## src/rtl/fall_event_encoder_if.sv

```systemverilog
// fall_event_encoder_if
// Valid/ready event stream carrying the 5-bit index of a captured falling edge.
// The encoder drives through the master modport and the consumer uses the slave modport.
interface fall_event_encoder_if;
    logic       evt_valid;
    logic [4:0] evt_idx;
    logic       evt_ready;

    modport master (
        output evt_valid,
        output evt_idx,
        input  evt_ready
    );

    modport slave (
        input  evt_valid,
        input  evt_idx,
        output evt_ready
    );
endinterface

```

## src/rtl/fall_event_encoder.sv

```systemverilog
// fall_event_encoder
// Turns each newly set bit of the sticky 32-bit falling-edge capture vector into
// one event that carries the bit index. Events leave on a valid/ready stream in
// round-robin order. The block also reports a pending-bit popcount, a saturating
// accepted-event counter and a saturating merged-event counter.
// Optional feature macro: FALL_EVT_DROP_CNT_EN. When it is defined, the drop
// counter is built. When it is undefined, drop_cnt is tied to zero.
module fall_event_encoder #(
    parameter int WIDTH = 32
) (
    input  logic                 clk,
    input  logic                 reset_n,
    input  logic [WIDTH-1:0]     cap_in,
    fall_event_encoder_if.master evt,
    output logic [5:0]           pend_cnt,
    output logic [15:0]          evt_cnt,
    output logic [7:0]           drop_cnt
);
    localparam int IDX_W = 5;

    logic [WIDTH-1:0] seen;
    logic [WIDTH-1:0] pending;
    logic [IDX_W-1:0] last_idx;
    logic             valid_q;
    logic [IDX_W-1:0] idx_q;

    logic [WIDTH-1:0] new_bits;
    logic [WIDTH-1:0] grant_mask;
    logic [IDX_W-1:0] winner;
    logic [IDX_W-1:0] cand;
    logic             found;
    logic             load;
    logic             accept;

    assign new_bits = cap_in & ~seen;
    assign accept   = valid_q & evt.evt_ready;
    assign load     = (~valid_q | evt.evt_ready) & (|pending);

    assign evt.evt_valid = valid_q;
    assign evt.evt_idx   = idx_q;

    // Round-robin search of the registered pending vector, starting one past the last grant
    always_comb begin
        winner = '0;
        cand   = '0;
        found  = 1'b0;
        for (int i = 0; i < WIDTH; i++) begin
            cand = last_idx + IDX_W'(i + 1);
            if (!found && pending[cand]) begin
                winner = cand;
                found  = 1'b1;
            end
        end
    end

    // One-hot mask of the bit granted on this edge, empty when the output cannot load
    always_comb begin
        grant_mask = '0;
        if (load) begin
            grant_mask[winner] = 1'b1;
        end
    end

    // Popcount of the pending bits for the status output
    always_comb begin
        pend_cnt = '0;
        for (int i = 0; i < WIDTH; i++) begin
            pend_cnt = pend_cnt + {{IDX_W{1'b0}}, pending[i]};
        end
    end

    // Edge history and pending set: a granted bit clears, and a fresh rise on it sets it again
    always_ff @(posedge clk or negedge reset_n) begin
        if (!reset_n) begin
            seen    <= '0;
            pending <= '0;
        end else begin
            seen    <= cap_in;
            pending <= (pending & ~grant_mask) | new_bits;
        end
    end

    // Output register: reload on a free or accepted slot, and drop valid once nothing is left
    always_ff @(posedge clk or negedge reset_n) begin
        if (!reset_n) begin
            valid_q  <= 1'b0;
            idx_q    <= '0;
            last_idx <= '1;
        end else if (load) begin
            valid_q  <= 1'b1;
            idx_q    <= winner;
            last_idx <= winner;
        end else if (accept) begin
            valid_q  <= 1'b0;
        end
    end

    // Saturating count of events taken by the consumer
    always_ff @(posedge clk or negedge reset_n) begin
        if (!reset_n) begin
            evt_cnt <= '0;
        end else if (accept && (evt_cnt != 16'hFFFF)) begin
            evt_cnt <= evt_cnt + 16'd1;
        end
    end

`ifdef FALL_EVT_DROP_CNT_EN
    logic merge;

    assign merge = |(new_bits & pending & ~grant_mask);

    // Saturating count of edges on which a new rise folded into an already pending bit
    always_ff @(posedge clk or negedge reset_n) begin
        if (!reset_n) begin
            drop_cnt <= '0;
        end else if (merge && (drop_cnt != 8'hFF)) begin
            drop_cnt <= drop_cnt + 8'd1;
        end
    end
`else
    assign drop_cnt = '0;
`endif

endmodule

```

## src/flat_wrapper.sv

```systemverilog
// flat-port wrapper written by rule: the top's interface ports become plain ports
module fall_event_encoder_flat 
#(
    parameter int WIDTH = 32
)
  (clk, reset_n, cap_in, pend_cnt, evt_cnt, drop_cnt, evt_evt_valid, evt_evt_idx, evt_evt_ready);
  fall_event_encoder_if evt_i ();
  input  logic clk;
  input  logic reset_n;
  input  logic [WIDTH-1:0] cap_in;
  output logic [5:0] pend_cnt;
  output logic [15:0] evt_cnt;
  output logic [7:0] drop_cnt;
  output wire logic [$bits(evt_i.evt_valid)-1:0] evt_evt_valid;
  output wire logic [$bits(evt_i.evt_idx)-1:0] evt_evt_idx;
  input wire logic [$bits(evt_i.evt_ready)-1:0] evt_evt_ready;
  assign evt_evt_valid = evt_i.evt_valid;
  assign evt_evt_idx = evt_i.evt_idx;
  assign evt_i.evt_ready = evt_evt_ready;
  fall_event_encoder #(.WIDTH(WIDTH)) u_core (.clk(clk), .reset_n(reset_n), .cap_in(cap_in), .evt(evt_i), .pend_cnt(pend_cnt), .evt_cnt(evt_cnt), .drop_cnt(drop_cnt));
endmodule
```

## config.mk

```make
export PLATFORM = sky130hd
export DESIGN_NAME = fall_event_encoder_flat
export DESIGN_NICKNAME = d
export VERILOG_FILES = /design/src/rtl/fall_event_encoder_if.sv /design/src/rtl/fall_event_encoder.sv /design/src/flat_wrapper.sv
export SDC_FILE = /design/constraint.sdc
export NUM_CORES = 1
export LEC_CHECK = 0
export ABC_AREA = 1
export ABC_CLOCK_PERIOD_IN_PS = 6900
export CAP_MARGIN = 20
export CORE_ASPECT_RATIO = 1.4
export CORE_UTILIZATION = 55
export CTS_CLUSTER_DIAMETER = 80
export CTS_CLUSTER_SIZE = 40
export DETAILED_ROUTE_END_ITERATION = 6
export PLACE_DENSITY = 0.76
export SYNTH_ARGS = -nofsm -noshare
export SYNTH_HDL_FRONTEND = slang
export SYNTH_SLANG_ARGS = --single-unit
export TNS_END_PERCENT = 1
```

## constraint.sdc

```tcl
create_clock -name clk -period 6.9 [get_ports clk]
set_input_delay 1.035 -clock clk [delete_from_list [all_inputs] [get_ports clk]]
set_output_delay 1.035 -clock clk [all_outputs]
set_load 0.01 [all_outputs]
```

== Word-level counts from Yosys, hierarchy flattened ==
Cells that the tools add are included.

* Logic and storage cells: 311
* Output and inout port bits: 36
* Register bits after elaboration: 91
* Input port bits: 35

* Add/sub/neg operators: 63
* Equal/unequal tests: 1
* Muxes and demuxes: 132
* $lt $le $gt $ge: 34
* Bitwise operators: 9
* Reductions and logical operators: 66

{| class="wikitable"
|+ Operator list
! cell !! count
|-
| 5-bit by 6-bit < comparator with 1-bit output (second input constant) || 33
|-
| 6-bit by 1-bit adder with 6-bit output || 30
|-
| 1-bit binary-select mux with 5-bit select || 32
|-
| 5-bit two-way mux || 32
|-
| 5-bit adder (second input constant) || 16
|-
| 1-bit two-way mux || 66
|-
| 32-bit bitwise AND || 2
|-
| 32-bit inverter || 2
|-
| 5-bit by 4-bit adder with 5-bit output (second input constant) || 8
|-
| 1-bit logical AND || 33
|-
| 32-bit two-way mux || 1
|-
| 32-bit OR || 1
|-
| 32-bit OR reduction || 1
|-
| 1-bit zero test || 31
|-
| 5-bit by 3-bit adder with 5-bit output (second input constant) || 4
|-
| 16-bit by 1-bit adder with 16-bit output (second input constant) || 1
|-
| 16-bit inequality test (second input constant) || 1
|-
| 5-bit by 2-bit adder with 5-bit output (second input constant) || 2
|-
| 5-bit by 1-bit adder with 5-bit output (second input constant) || 1
|-
| 1-bit demux with 5-bit select || 1
|-
| 5-bit by 1-bit >= comparator with 1-bit output (second input constant) || 1
|-
| 1-bit by 1-bit adder with 2-bit output || 1
|-
| 1-bit bitwise AND || 2
|-
| 2-bit nonzero test || 1
|-
| 2 further kinds || 2
|}

== Longest topological paths before layout ==
* Depth after elaboration: 105
* Mapped depth: 46
* Gate-level depth less buffers: 41

== Least setup slack after synthesis ==
No wires, ideal clock.

* Path type: register to output
* Start point: register u_core.pending[0]
* End point: output pend_cnt[4]
* Data arrival time: 4,900 ps
* Setup slack: 965 ps
* Cell stages (with the launch flop): 17
* Path buffers: 0
* Data required time: 5,865 ps
* Path through: dfrtp_1 -> inv_1 -> ha_1 -> inv_1 -> fa_1 -> fa_1 -> fa_1 -> fa_1 -> fa_1 -> fa_1 -> inv_1 -> fa_1 -> fa_1 -> a21oi_1 -> nor2_1 -> nor2_1 -> xnor2_1

* Cells in the longest elaborated chain, start to end: 31

{| class="wikitable"
|+ Ends and longest elaborated chain
! item !! line !! text
|-
| start, declared || fall_event_encoder.sv:22 || <nowiki>logic [WIDTH-1:0] pending;</nowiki>
|-
| start signal, assigned || fall_event_encoder.sv:79 || <nowiki>pending <= (pending & ~grant_mask) | new_bits;</nowiki>
|-
| 1-bit by 1-bit adder with 2-bit output || fall_event_encoder.sv:68 || <nowiki>pend_cnt = pend_cnt + {{IDX_W{1'b0}}, pending[i]};</nowiki>
|-
| 6-bit by 1-bit adder with 6-bit output (30 in a row) || fall_event_encoder.sv:68 ||
|-
| end, declared || flat_wrapper.sv:11 || <nowiki>output logic [5:0] pend_cnt;</nowiki>
|}

Every way passes these cells.

== Final worst setup path ==
Same ends and word-level chain as after synthesis.

==> out/metrics.csv <==
stage;metric;value;unit
finish;Fill cells;1481;
synth;Cell variety after synth;51;
place;hpwl dp;24820;microns
finish;ant diodes;0;
sta;final setup vio count;0;
finish;fin nets;1537;
cts;Root Buffer;clkbuf_16;
global_route;vias in the first global route;8950;
min_path;Min-Delay Endpoint;u_core.pending[19]$_DFF_PN0_;
setup_path;Arr. time, crit path;5.61;ns
place;Post-DP Area;0.01000;sq mm
synth;Post-Syn Instances;1355;
setup_path;Reg2Reg Setup Slack;0.75;ns
cts;CTS tree;yes;
setup_path;cells on worst reg2reg path;34;
global_route;largest net degree at the start of global routing;59;
global_route;remaining global-route overflow;0;
setup_path;Crit. End Element;output port;
global_route;first-pass GRT wire length;47290;microns
route;Vias/cell;5.667;
floorplan;full die area;0.01679;sq mm
synth;cell taking the most area after synthesis;dfrtp_1;
synth;largest cells by area after synthesis;dfrtp_1 24%, nand2_1 17%, nand3_1 14%, inv_1 7.3%, fa_1 5.4%;
synth;Async SR Flop Fraction;100.0;%
min_path;hold path depth;3;
cts;CTS H-Tree Depth;3;
cts;worst-skew pair later-pin latency;0.34;ns
place;Port Buffers;62;
setup_path;required time of the critical path;5.86;ns
synth;Synth Flop Type;dfrtp_1;
cts;Clock Tree Buf Depth;2;
cts;clock slew at reported path FFs;0.07;ns
floorplan;Die Ht;152.9;microns
run_status;status;completed;
global_route;initial antenna violation count;0;
route;WL final;30920;microns
finish;cell area after layout;0.01029;sq mm
route;DR vias;9384;
sta;final hold slack;0.4751;ns
cts;Sink Count;91;
finish;synthesis-to-finish area growth;15.05;%
min_path;Min-Delay Path Class;reg -> reg;
synth;Post-synth EDFFs;0;
floorplan;core area;0.01574;sq mm
route;Routed Antenna Nets;0;
route;# DRC;0;
cts;CTS buffer count;9;
sta;setup tns final;0;ns
cts;# hold bufs at CTS;0;
sta;Fmax;150.5;MHz
synth;top-area cell type share of the netlist area;24.06;%
sta;unrepaired setup endpoints after global routing;false;
floorplan;Core Rows;54;
sta;Slew Viols, Final;0;
setup_path;r2r startpoint;u_core.last_idx[1]$_DFFE_PN1P_;
synth;Seq cells post-synth;91;
route;DR WL/cell;18.67;microns
floorplan;Initial Utilization;56.83;%
sta;skew final;0.01123;ns
synth;Ys Warns;0;
setup_path;FF-to-FF End;u_core.pending[16]$_DFF_PN0_;
synth;mean area per synthesized cell;6.602;sq um
global_route;gr usage total;38.42;%
synth;cell area after synthesis;0.008946;sq mm
floorplan;I/O Pins;71;
route;Iteration-0 DRC Markers;946;
job;max_cap viols;0;
floorplan;DIE WIDTH;109.8;microns
sta;crit share post-route;96.32;%
setup_path;Critical Path Source Type;flip-flop;
setup_path;Crit Path Max Fanout;4;
sta;worst slew pin tran;0.8396;ns
place;Placer Congestion;1.009;
route;TritonRoute pass-1 iters;5;
sta;fin crit period;6.646;ns
min_path;hold wc startpoint;u_core.seen[19]$_DFF_PN0_;
finish;layout cells sized above 1;11.30;%
setup_path;Crit Path Class;reg -> out;
sta;final hold vios;0;
synth;sequential element share of the synthesized area;25.52;%
sta;Slew HR;43.44;%
layout by cell type (no fill, tap or decap), drive strengths merged, types with 2 or more instances in the layout:
| cell type | instances |
|---|---|
| xnor2 | 5 |
| o21bai | 5 |
| xor2 | 29 |
| clkbuf | 10 |
| nor4 | 9 |
| buf | 60 |
| a31oi | 4 |
| dfrtp | 86 |
| fa | 24 |
| o21a | 2 |
| ha | 23 |
| nor3 | 12 |
| nand3b | 6 |
| nand3 | 259 |
| a31o | 2 |
| conb | 8 |
| o21ai | 46 |
| clkinvlp | 2 |
| nand2 | 413 |
| nand4 | 36 |
| nor2 | 121 |
| dfstp | 5 |
| clkinv | 9 |
| inv | 198 |
| a21oi | 17 |
| clkdlybuf4s50 | 60 |
timing repair:
| action | CTS | global route |
|---|---|---|
| setup endpoints to repair | 1 | 1 |
| buffers inserted | 0 | 2 |
| resized for setup | 1 | 0 |
sequential cells by signal (all words and copies together) (netlist names):
name and flops:
u_core.pending 32, u_core.seen 32, u_core.evt_cnt 16, u_core.evt.evt_idx 5, u_core.evt.evt_valid 1, u_core.last_idx 5
through the flow:
stage                     setup WS, ns  util [%]  instances
after floorplan                 0.9652         -       1362
final                           0.2537     65.38       1656
after global routing           0.01654     65.38       1656
after CTS                       0.1963     65.28       1654
after global placement          0.3374     63.52       1638
after detailed placement        0.2919     63.52       1638
worst max path at each step:
stage | start | end | slack [ns] | cells after the start
after floorplan | u_core.pending[0]$_DFF_PN0_ | pend_cnt[4] | 0.97 | 16
after global placement | u_core.pending[0]$_DFF_PN0_ | pend_cnt[4] | 0.34 | 17
after detailed placement | u_core.pending[0]$_DFF_PN0_ | pend_cnt[4] | 0.29 | 17
after CTS | u_core.pending[0]$_DFF_PN0_ | pend_cnt[4] | 0.20 | 17
after global routing | u_core.pending[0]$_DFF_PN0_ | pend_cnt[4] | 0.02 | 17
final | u_core.pending[0]$_DFF_PN0_ | pend_cnt[4] | 0.25 | 17
routing by layer:
layer	part of all wire, %	GRT usage, %	vias up
li1	-	-	4535
met1	35	42.37	4222
met2	47	61.64	451
met3	6.8	5.757	176
met4	11	36.32	0
met5	0	0	-
critical path, cell delays in order (launching register included):
cell,delay (ns)
dfrtp_1,0.38
inv_1,0.05
ha_1,0.29
inv_1,0.07
fa_1,0.43
fa_1,0.54
fa_1,0.44
fa_1,0.55
fa_1,0.44
fa_1,0.49
inv_1,0.05
fa_1,0.40
fa_1,0.41
a21oi_1,0.17
nor2_1,0.05
nor2_1,0.11
xnor2_1,0.12
dlygate4sd2_1,0.28
cells by family after synthesis:
family / after synthesis / synth area share [%]
fa+ha+maj: 47 / 8.587
buf+inv: 242 / 11.52
compound gates: 81 / 5.175
simple gates: 859 / 45.57
flops: 91 / 25.52
other cells: 1 / 0.04192
xor+xnor: 34 / 3.580
final cells by class:
type	instances	area [sq um]	share of cell area, %
clock buffers	10	229.0	2.225
clock inverters	6	50.05	0.4863
inverters	203	767.0	7.452
multi-input cells	1029	5658	54.97
flip-flops and latches	91	2283	22.19
well taps	196	245.2	2.383
repair buffers	121	1060	10.30
Yosys cell counts (4+ instances only):
cell type and instances:
a21oi_1 16, a31oi_1 4, buf_2 13, buf_4 11
buf_6 8, clkbuf_1 5, clkinv_1 5, dfrtp_1 86
dfstp_2 5, fa_1 24, ha_1 23, inv_1 175
inv_2 20, nand2_1 398, nand2_2 13, nand3_1 249
nand3_2 8, nand3b_1 6, nand4_1 27, nand4_4 7
nor2_1 101, nor2_2 8, nor2_4 9, nor3_1 12
nor4_1 9, o21ai_0 27, o21ai_1 18, o21bai_1 5
xnor2_1 5, xor2_1 26
Power is left out: the tool's default activity adds up to more than one toggle a clock period on the data nets, which glitch-free logic cannot reach.
